$ cat config.mk
export PLATFORM = sky130hd
export DESIGN_NAME = rab_buffer_arbiter_flat
export DESIGN_NICKNAME = d
export VERILOG_FILES = /design/src/rtl/rab_buffer_arbiter_if.sv /design/src/rtl/rab_buffer_arbiter.sv /design/src/flat_wrapper.sv
export SDC_FILE = /design/constraint.sdc
export NUM_CORES = 1
export LEC_CHECK = 0
export ABC_CLOCK_PERIOD_IN_PS = 5100
export BUFFER_PORTS_ARGS = -buffer_cell sky130_fd_sc_hd__buf_2
export CORE_AREA = 2 2 135 137
export CTS_BUF_LIST = sky130_fd_sc_hd__clkbuf_4 sky130_fd_sc_hd__clkbuf_8
export DETAILED_ROUTE_END_ITERATION = 8
export DIE_AREA = 0 0 137 139
export HOLD_SLACK_MARGIN = 0.15
export PLACE_DENSITY = 0.51
export SLEW_MARGIN = 20
export SYNTH_ARGS = -nofsm -noshare
export SYNTH_HDL_FRONTEND = slang
export SYNTH_SLANG_ARGS = --single-unit
export TNS_END_PERCENT = 1
$ cat constraint.sdc
create_clock -name clk -period 5.1 [get_ports clk]
set_clock_uncertainty 0.05 [all_clocks]
set_input_delay 1.02 -clock clk [delete_from_list [all_inputs] [get_ports clk]]
set_output_delay 1.02 -clock clk [all_outputs]
set_load 0.1 [all_outputs]
$ cat src/rtl/rab_buffer_arbiter_if.sv
// Requester/buffer bus for the shared-buffer arbiter: NUM_IN beat requesters
// on one side, the buffer upstream port and flush handshake on the other.
interface rab_buffer_arbiter_if #(
    parameter int DATA_WIDTH = 64,
    parameter int NUM_IN     = 4,
    parameter int ID_WIDTH   = (NUM_IN > 1) ? $clog2(NUM_IN) : 1
);
    logic [NUM_IN-1:0]            in_valid;
    logic [NUM_IN*DATA_WIDTH-1:0] in_data;
    logic [NUM_IN-1:0]            in_last;
    logic [NUM_IN-1:0]            in_ready;
    logic                         out_valid;
    logic [DATA_WIDTH-1:0]        out_data;
    logic [ID_WIDTH-1:0]          out_id;
    logic                         out_last;
    logic                         out_ready;
    logic                         buf_almost_full;
    logic                         flush_req;
    logic                         flush_entries;
    logic                         flush_ack;
    logic                         busy;

    modport master (
        output in_valid, in_data, in_last, out_ready, buf_almost_full, flush_req,
        input  in_ready, out_valid, out_data, out_id, out_last,
               flush_entries, flush_ack, busy
    );

    modport slave (
        input  in_valid, in_data, in_last, out_ready, buf_almost_full, flush_req,
        output in_ready, out_valid, out_data, out_id, out_last,
               flush_entries, flush_ack, busy
    );
endinterface

$ cat src/rtl/rab_buffer_arbiter.sv
// Round-robin burst arbiter in front of a shared buffer: a granted requester
// keeps the port until its last beat, and flush requests wait for burst end.
module rab_buffer_arbiter #(
    parameter int DATA_WIDTH = 64,
    parameter int NUM_IN     = 4,
    parameter int ID_WIDTH   = (NUM_IN > 1) ? $clog2(NUM_IN) : 1
) (
    input  logic                  clk,
    input  logic                  rstn,
    rab_buffer_arbiter_if.slave   bus
);
    // state  | meaning
    // IDLE   | arbitrate combinationally among valid requesters from rr_ptr
    // LOCKED | burst in progress, only the registered grant is passed
    // FLUSH  | single-cycle flush strobe and acknowledge to the buffer
    typedef enum logic [1:0] {IDLE = 2'd0, LOCKED = 2'd1, FLUSH = 2'd2} state_t;

    state_t              state, state_nxt;
    logic [ID_WIDTH-1:0] rr_ptr, rr_ptr_nxt;
    logic [ID_WIDTH-1:0] grant, grant_nxt;
    logic                flush_pend, flush_pend_nxt;

    logic [ID_WIDTH-1:0] cand, idx, sel, sel_inc;
    logic                cand_found, idle_ok, active, xfer, sel_last;

    // Scan downward so the lowest cyclic offset from rr_ptr wins.
    always_comb begin
        cand       = '0;
        idx        = '0;
        cand_found = 1'b0;
        for (int k = NUM_IN - 1; k >= 0; k--) begin
            idx = ID_WIDTH'((int'(rr_ptr) + k) % NUM_IN);
            if (bus.in_valid[idx]) begin
                cand       = idx;
                cand_found = 1'b1;
            end
        end
    end

    assign sel      = (state == LOCKED) ? grant : cand;
    assign idle_ok  = cand_found && !bus.buf_almost_full && !bus.flush_req;
    assign active   = rstn && (((state == IDLE) && idle_ok) || (state == LOCKED));
    assign sel_last = bus.in_last[sel];
    assign xfer     = active && bus.in_valid[sel] && bus.out_ready;
    assign sel_inc  = (sel == ID_WIDTH'(NUM_IN - 1)) ? '0 : sel + ID_WIDTH'(1);

    always_ff @(posedge clk) begin
        if (!rstn) begin
            state      <= IDLE;
            rr_ptr     <= '0;
            grant      <= '0;
            flush_pend <= 1'b0;
        end else begin
            state      <= state_nxt;
            rr_ptr     <= rr_ptr_nxt;
            grant      <= grant_nxt;
            flush_pend <= flush_pend_nxt;
        end
    end

    always_comb begin
        state_nxt      = state;
        rr_ptr_nxt     = rr_ptr;
        grant_nxt      = grant;
        flush_pend_nxt = flush_pend;
        case (state)
            IDLE: begin
                if (bus.flush_req) begin
                    state_nxt = FLUSH;
                end else if (xfer && !sel_last) begin
                    state_nxt = LOCKED;
                    grant_nxt = sel;
                end else if (xfer) begin
                    rr_ptr_nxt = sel_inc;
                end
            end
            LOCKED: begin
                // A flush seen mid-burst is remembered even if the request drops.
                if (bus.flush_req) flush_pend_nxt = 1'b1;
                if (xfer && sel_last) begin
                    rr_ptr_nxt     = sel_inc;
                    state_nxt      = (flush_pend || bus.flush_req) ? FLUSH : IDLE;
                    flush_pend_nxt = 1'b0;
                end
            end
            FLUSH:   state_nxt = IDLE;
            default: state_nxt = IDLE;
        endcase
    end

    always_comb begin
        bus.out_data = '0;
        for (int i = 0; i < NUM_IN; i++) begin
            if (sel == ID_WIDTH'(i)) bus.out_data = bus.in_data[i*DATA_WIDTH +: DATA_WIDTH];
        end
        bus.out_valid = active && bus.in_valid[sel];
        bus.out_id    = active ? sel : '0;
        bus.out_last  = active && sel_last;
        bus.in_ready  = '0;
        if (active) bus.in_ready[sel] = bus.out_ready;
        bus.flush_entries = rstn && (state == FLUSH);
        bus.flush_ack     = rstn && (state == FLUSH);
        bus.busy          = rstn && (state != IDLE);
    end
endmodule
$ cat src/flat_wrapper.sv
// flat-port wrapper written by rule: the top's interface ports become plain ports
module rab_buffer_arbiter_flat 
#(
    parameter int DATA_WIDTH = 64,
    parameter int NUM_IN     = 4,
    parameter int ID_WIDTH   = (NUM_IN > 1) ? $clog2(NUM_IN) : 1
)
  (clk, rstn, bus_in_valid, bus_in_data, bus_in_last, bus_out_ready, bus_buf_almost_full, bus_flush_req, bus_in_ready, bus_out_valid, bus_out_data, bus_out_id, bus_out_last, bus_flush_entries, bus_flush_ack, bus_busy);
  rab_buffer_arbiter_if #(.DATA_WIDTH(DATA_WIDTH), .NUM_IN(NUM_IN), .ID_WIDTH(ID_WIDTH)) bus_i ();
  input  logic clk;
  input  logic rstn;
  input wire logic [$bits(bus_i.in_valid)-1:0] bus_in_valid;
  input wire logic [$bits(bus_i.in_data)-1:0] bus_in_data;
  input wire logic [$bits(bus_i.in_last)-1:0] bus_in_last;
  input wire logic [$bits(bus_i.out_ready)-1:0] bus_out_ready;
  input wire logic [$bits(bus_i.buf_almost_full)-1:0] bus_buf_almost_full;
  input wire logic [$bits(bus_i.flush_req)-1:0] bus_flush_req;
  output wire logic [$bits(bus_i.in_ready)-1:0] bus_in_ready;
  output wire logic [$bits(bus_i.out_valid)-1:0] bus_out_valid;
  output wire logic [$bits(bus_i.out_data)-1:0] bus_out_data;
  output wire logic [$bits(bus_i.out_id)-1:0] bus_out_id;
  output wire logic [$bits(bus_i.out_last)-1:0] bus_out_last;
  output wire logic [$bits(bus_i.flush_entries)-1:0] bus_flush_entries;
  output wire logic [$bits(bus_i.flush_ack)-1:0] bus_flush_ack;
  output wire logic [$bits(bus_i.busy)-1:0] bus_busy;
  assign bus_i.in_valid = bus_in_valid;
  assign bus_i.in_data = bus_in_data;
  assign bus_i.in_last = bus_in_last;
  assign bus_i.out_ready = bus_out_ready;
  assign bus_i.buf_almost_full = bus_buf_almost_full;
  assign bus_i.flush_req = bus_flush_req;
  assign bus_in_ready = bus_i.in_ready;
  assign bus_out_valid = bus_i.out_valid;
  assign bus_out_data = bus_i.out_data;
  assign bus_out_id = bus_i.out_id;
  assign bus_out_last = bus_i.out_last;
  assign bus_flush_entries = bus_i.flush_entries;
  assign bus_flush_ack = bus_i.flush_ack;
  assign bus_busy = bus_i.busy;
  rab_buffer_arbiter #(.DATA_WIDTH(DATA_WIDTH), .NUM_IN(NUM_IN), .ID_WIDTH(ID_WIDTH)) u_core (.clk(clk), .rstn(rstn), .bus(bus_i));
endmodule
* Word level (Yosys, flattened, before mapping)
Cells that the tools add are included.
** Word-level totals
- Input bits :: 269
- Logic and storage cells :: 94
- Register bits after elaboration :: 7
** Operators by class
- $lt $le $gt $ge :: 6
- Add/subtract/negate cells :: 4
- Bitwise operators :: 2
- Mux-type cells :: 42
- Reductions and logical operators :: 26
- Equality and inequality tests :: 10
** Operators by type and width (count)
- 64-bit 2-to-1 mux :: 4
- 2-bit 2-to-1 mux :: 15
- 2-bit by 3-bit < comparator with 1-bit output (second input constant) :: 5
- 1-bit 2-to-1 mux :: 13
- 1-bit binary-select mux with 2-bit select :: 6
- 1-bit logical AND :: 12
- 2-bit one-hot mux with 2 select lines :: 2
- 2-bit == test (second input constant) :: 3
- 2-bit inequality test (second input constant) :: 3
- 2-bit nonzero test :: 3
- 5-bit AND reduction :: 1
- 2-bit by 1-bit adder with 2-bit output (second input constant) :: 2
- 2-bit adder (second input constant) :: 2
- 4-bit AND :: 1
- 2-bit by 1-bit == test with 1-bit output (second input constant) :: 2
- 2-bit zero test :: 2
- 4-bit 2-to-1 mux :: 1
- 2-bit AND reduction :: 2
- 1-bit zero test :: 3
- 3-bit inequality test (second input constant) :: 1
- 3-bit AND reduction :: 1
- 1-bit demux with 2-bit select :: 1
- 2-bit by 1-bit greater-or-equal comparator with 1-bit output (second input constant) :: 1
- 1-bit logical OR :: 2
- other kinds (2) :: 2

* Logic depth before layout (Yosys ltp)
- Word-level depth :: 18
- Gate-level depth with buffers :: 14
- Gate-level depth less buffers :: 11

* Worst setup path after synthesis
OpenSTA, ideal clock, no wires.
- Kind :: input -> output
- From :: input port bus_in_valid[2]
- To :: output port bus_out_data[56]
- Data arrival time :: 5.299 ns
- Setup slack :: -1.269 ns
- Stages on the path :: 14
- Cell sequence :: bufbuf_16 and3b_1 a211oi_1 o221ai_1 nand2_1 inv_1 ha_1 nor2b_1 clkbuf_1 clkbuf_1 a22oi_1 nor2_1 a21oi_1 o21ai_0
** Between the ends
- Longest elaborated chain between the ends :: 12
- Elaborated cells between the ends (all ways) :: 21
** Ends and longest elaborated chain
- from (decl) :: RTL line flat_wrapper.sv:12 : input wire logic [$bits(bus_i.in_valid)-1:0] bus_in_valid;
- 1-bit binary-select mux with 2-bit select :: RTL line rab_buffer_arbiter.sv:33 : if (bus.in_valid[idx]) begin
- 1-bit 2-to-1 mux (not written as such) :: RTL line rab_buffer_arbiter.sv:33
- 2-bit 2-to-1 mux (3 in a row) :: RTL line rab_buffer_arbiter.sv:33
- 2-bit 2-to-1 mux (*) :: RTL line rab_buffer_arbiter.sv:33
- 2-bit 2-to-1 mux (*) :: RTL line rab_buffer_arbiter.sv:40 : assign sel = (state == LOCKED) ? grant : cand;
- via u_core.sel[0] :: RTL line rab_buffer_arbiter.sv:23 : logic [ID_WIDTH-1:0] cand, idx, sel, sel_inc;
- 2-bit zero test :: RTL line rab_buffer_arbiter.sv:94 : if (sel == ID_WIDTH'(i)) bus.out_data = bus.in_data[i*DATA_WIDTH +: DATA_WIDTH];
- 64-bit 2-to-1 mux (3 in a row) :: RTL line rab_buffer_arbiter.sv:94
- 64-bit 2-to-1 mux (*) :: RTL line rab_buffer_arbiter.sv:94
- to (decl) :: RTL line flat_wrapper.sv:20 : output wire logic [$bits(bus_i.out_data)-1:0] bus_out_data;
Mark *: on every way through the listed nets, which the timed path passes. The rest lies on a longest branch. The select of a mux whose other input is x is not followed.

* Worst setup path in the final report
- From :: input port bus_in_valid[3]
- To :: output port bus_out_data[32]
The elaborated chain is that of the path after synthesis.

==> metrics.csv <==
stage,metric,value,unit
synth,yosys_warnings,0,
critical_path,cp_cell_sequence,"buf_2, nor3b_1, a211oi_1, o221ai_1, nand2_1, inv_1, ha_2, buf_4, a22oi_1, nor2_1, a21oi_1, o21ai_1, buf_12",
critical_path,cp_data_arrival_time,3600,ps
routing,drcViolationCount,0,
clock_tree,clk_latency,230,ps
worst_hold_path,min_path_cells,2,
layout,fillerInstances,1912,
synth,ys_async_sr_fraction,0,
global_route,grt_max_degree,76,
clock_tree,post-cts-setup-buffer-count,0,
layout,post-route-util,0.317,
critical_path,cpPeakStageDelay,370,ps
timing,finalHoldViolCount,0,
critical_path,path_max_fanout,36,
global_route,grt_use_total,0.152,
placed_design,place.gp.congestion,0.855,
layout,seq_area,140,um^2
synth,ys_seq_area_frac,0.0527,
routing,drt-wirelength-per-cell,15.6,um
routing,drt_iter0_drc,242,
synth,yosys.area.top_type_share,0.181,
routing,wl,15.8,mm
critical_path,crit_path_start_kind,primary input,
layout,drive_gt1_frac,0.473,
routing,vias,4560,
layout,area_growth,111,%
clock_tree,cts_tree,yes,
clock_tree,clk_path_buf_depth,2,
timing,tns,0,ps
global_route,antenna_found_initial,0,
synth,ys.flop_type,dfxtp_1,
routing,via_per_inst,4.48,
die,die_area,19000,um^2
job,cap_viol_max_count,0,
placed_design,io_buffers,343,
die,rows,49,
clock_tree,clockRootBuffer,clkbuf_8,
timing,finalSetupViolCount,0,
placed_design,hpwl,12.9,mm
power_and_ir_drop,p_sw_frac,0.619,
critical_path,worst_setup_path_end_kind,output pin,
timing,period_share,0.915,
timing,min_period,4670,ps
critical_path,critPathKind,in2out,
clock_tree,numCtsBuffers,3,
critical_path,rrSetupSlack,2530,ps
clock_tree,path_clk_slew,40,ps
timing,drv_slew,0,
power_and_ir_drop,ir_worst_vdd,0.000130,V
synth,syn_inst,480,
power_and_ir_drop,p_int,674,uW
layout,num_antenna_cells,0,
synth,synthDominantAreaCellType,a22oi_1,
die,pin_count,344,
clock_tree,numClockSinks,7,
critical_path,r2r_start,u_core.state[0]$_SDFFE_PN0P_,
die,start_util,0.151,
power_and_ir_drop,comb_power_share,0.919,
power_and_ir_drop,leakagePower,2.68,nW
critical_path,critPathLaunch,bus_in_valid[3],
critical_path,ff2ff_path_depth,7,
power_and_ir_drop,power,1.77,mW
placed_design,place_area,5550,um^2
critical_path,worstPathRequired,4030,ps
timing,slew_headroom,0.563,
layout,finalInstanceArea,5600,um^2
die,coreArea,17700,um^2
synth,synth-edff-count,0,
status,status,"complete, no violations",
synth,synth.avg_cell_area,5.54,um^2
layout,nNetsFinal,1063,
critical_path,r2r_end,u_core.rr_ptr[1]$_SDFFE_PN0P_,
clock_tree,htree_levels,1,
critical_path,slowest_stage,buf_4,
routing,drtAntennaViolNets,0,
timing,rsz0062_at_grt,no,
power_and_ir_drop,share_clk_of_total_power,0.048,
power_and_ir_drop,pwr-share-seq,0.033,
routing,drtPass1Iterations,4,
global_route,grt_pass1_vias,4157,
clock_tree,ctsResizeCount,0,
layout,multi_input_area,2260,um^2
clock_tree,postCtsHoldBufs,0,
critical_path,crit_path_end,bus_out_data[32],
power_and_ir_drop,switchingPower,1.10,mW
global_route,grt_pass1_wl,23.1,mm
synth,ys_ff_latch,7,
worst_hold_path,hold_path_class,reg2reg,
synth,syn_nets,753,
synth,synth_cell_types,48,
synth,synth_area_leaders,"a22oi_1, a21oi_1, o21ai_0",
timing,timing.hold.ws,439,ps
synth,syn_area,2660,um^2
power_and_ir_drop,power.density,316,nW/um^2
die,die_x,137,um
timing,tightest_slew,648,ps
global_route,grt_overflow_total,0,
timing,fmax,214,MHz
die,die_h,139,um
==> metal layers <==
metal / part of all wire / GRT usage / vias up / wire length (um)
met5: 0 / 0 / - / 0
met4: 0.016 / 0.0298 / 0 / 258
met3: 0.089 / 0.0260 / 16 / 1400
met2: 0.49 / 0.269 / 200 / 7730
met1: 0.41 / 0.192 / 1992 / 6440
li1: - / - / 2352 / -
==> cell usage in the layout, fill, tap and decap left out, drive strengths merged, types with 2 or more instances in the layout <==
cell type / Yosys / routed
and2: 4 / 4
buf: 10 / 356
nand3: 3 / 3
or2b: 2 / 2
nand2b: 2 / 2
o21a: 2 / 2
dfxtp: 7 / 7
a221o: 3 / 3
a21oi: 71 / 71
or3: 2 / 2
nor2b: 3 / 3
nor2: 74 / 74
nand2: 77 / 77
ha: 4 / 4
clkbuf: 40 / 4
a22oi: 64 / 64
o21ai: 70 / 70
inv: 8 / 8
mux2i: 3 / 3
nor3b: 2 / 2
nor3: 4 / 4
o211ai: 4 / 4
and3: 2 / 2
and2b: 2 / 2
a211oi: 2 / 2
or4: 2 / 2
==> cell type report <==
| cell class | count | share of cell area |
|---|---|---|
| clock buffers | 4 | 0.00871 |
| inverters | 8 | 0.00536 |
| multi-input cells | 414 | 0.403 |
| flip-flops and latches | 7 | 0.0250 |
| well taps | 229 | 0.0512 |
| repair buffers | 356 | 0.507 |
==> registers in the layout (all words and copies together) (netlist names) <==
signal,cells
u_core.state,2
u_core.grant,2
u_core.flush_pend,1
u_core.rr_ptr,2
==> worst max-delay path, delay by kind of cell <==
family / cells / cell delay, ps
buffers and inverters: 4 / 940
adders and majority gates: 1 / 250
and+or+nand+nor: 3 / 460
AOI/OAI and AO/OA: 5 / 910
==> metrics by stage <==
stage / worst slack (ps) / std cells
after global placement: 528 / 1014
after global routing: 167 / 1018
after CTS: 488 / 1018
after floorplan: -514 / 480
final: 431 / 1018
after detailed placement: 490 / 1014
==> synth_stat cells, types with 4 or more instances <==
cell type / number
nand2_1: 77
buf_4: 4
o211ai_1: 4
ha_1: 4
nor2_1: 74
a22oi_1: 64
dfxtp_1: 7
a21oi_1: 71
and2_1: 4
clkbuf_1: 39
inv_1: 8
o21ai_0: 70
==> how the worst min path moves through the flow <==
stage / start / to / slack, ps
finish: u_core.grant[0]$_SDFFE_PN0P_ / u_core.grant[0]$_SDFFE_PN0P_ / 440
global route: u_core.grant[0]$_SDFFE_PN0P_ / u_core.grant[0]$_SDFFE_PN0P_ / 480
CTS: u_core.grant[0]$_SDFFE_PN0P_ / u_core.grant[0]$_SDFFE_PN0P_ / 440
detailed placement: u_core.grant[0]$_SDFFE_PN0P_ / u_core.grant[0]$_SDFFE_PN0P_ / 440
global placement: u_core.grant[0]$_SDFFE_PN0P_ / u_core.grant[0]$_SDFFE_PN0P_ / 420
floorplan: u_core.grant[0]$_SDFFE_PN0P_ / u_core.grant[0]$_SDFFE_PN0P_ / 400
==> logic make-up (layout without fill, tap and decap cells) <==
kind of cell,count (synthesis),after routing,synth area share
flops,7,7,0.0527
buf+inv,59,368,0.113
mux,3,3,0.0113
fa+ha+maj,4,4,0.0188
compound gates,225,225,0.509
simple gates,182,182,0.295
==> power groups by stage <==
stage | clock network, mW | registers, mW | logic (mW)
floorplan | 0 | 0.0584 | 0.994
global placement | 0 | 0.0593 | 1.63
detailed placement | 0 | 0.0593 | 1.63
CTS | 0.0863 | 0.0583 | 1.64
global route | 0.0905 | 0.0585 | 1.70
finish | 0.0855 | 0.0584 | 1.63
Power figures use the tool's default switching activity.
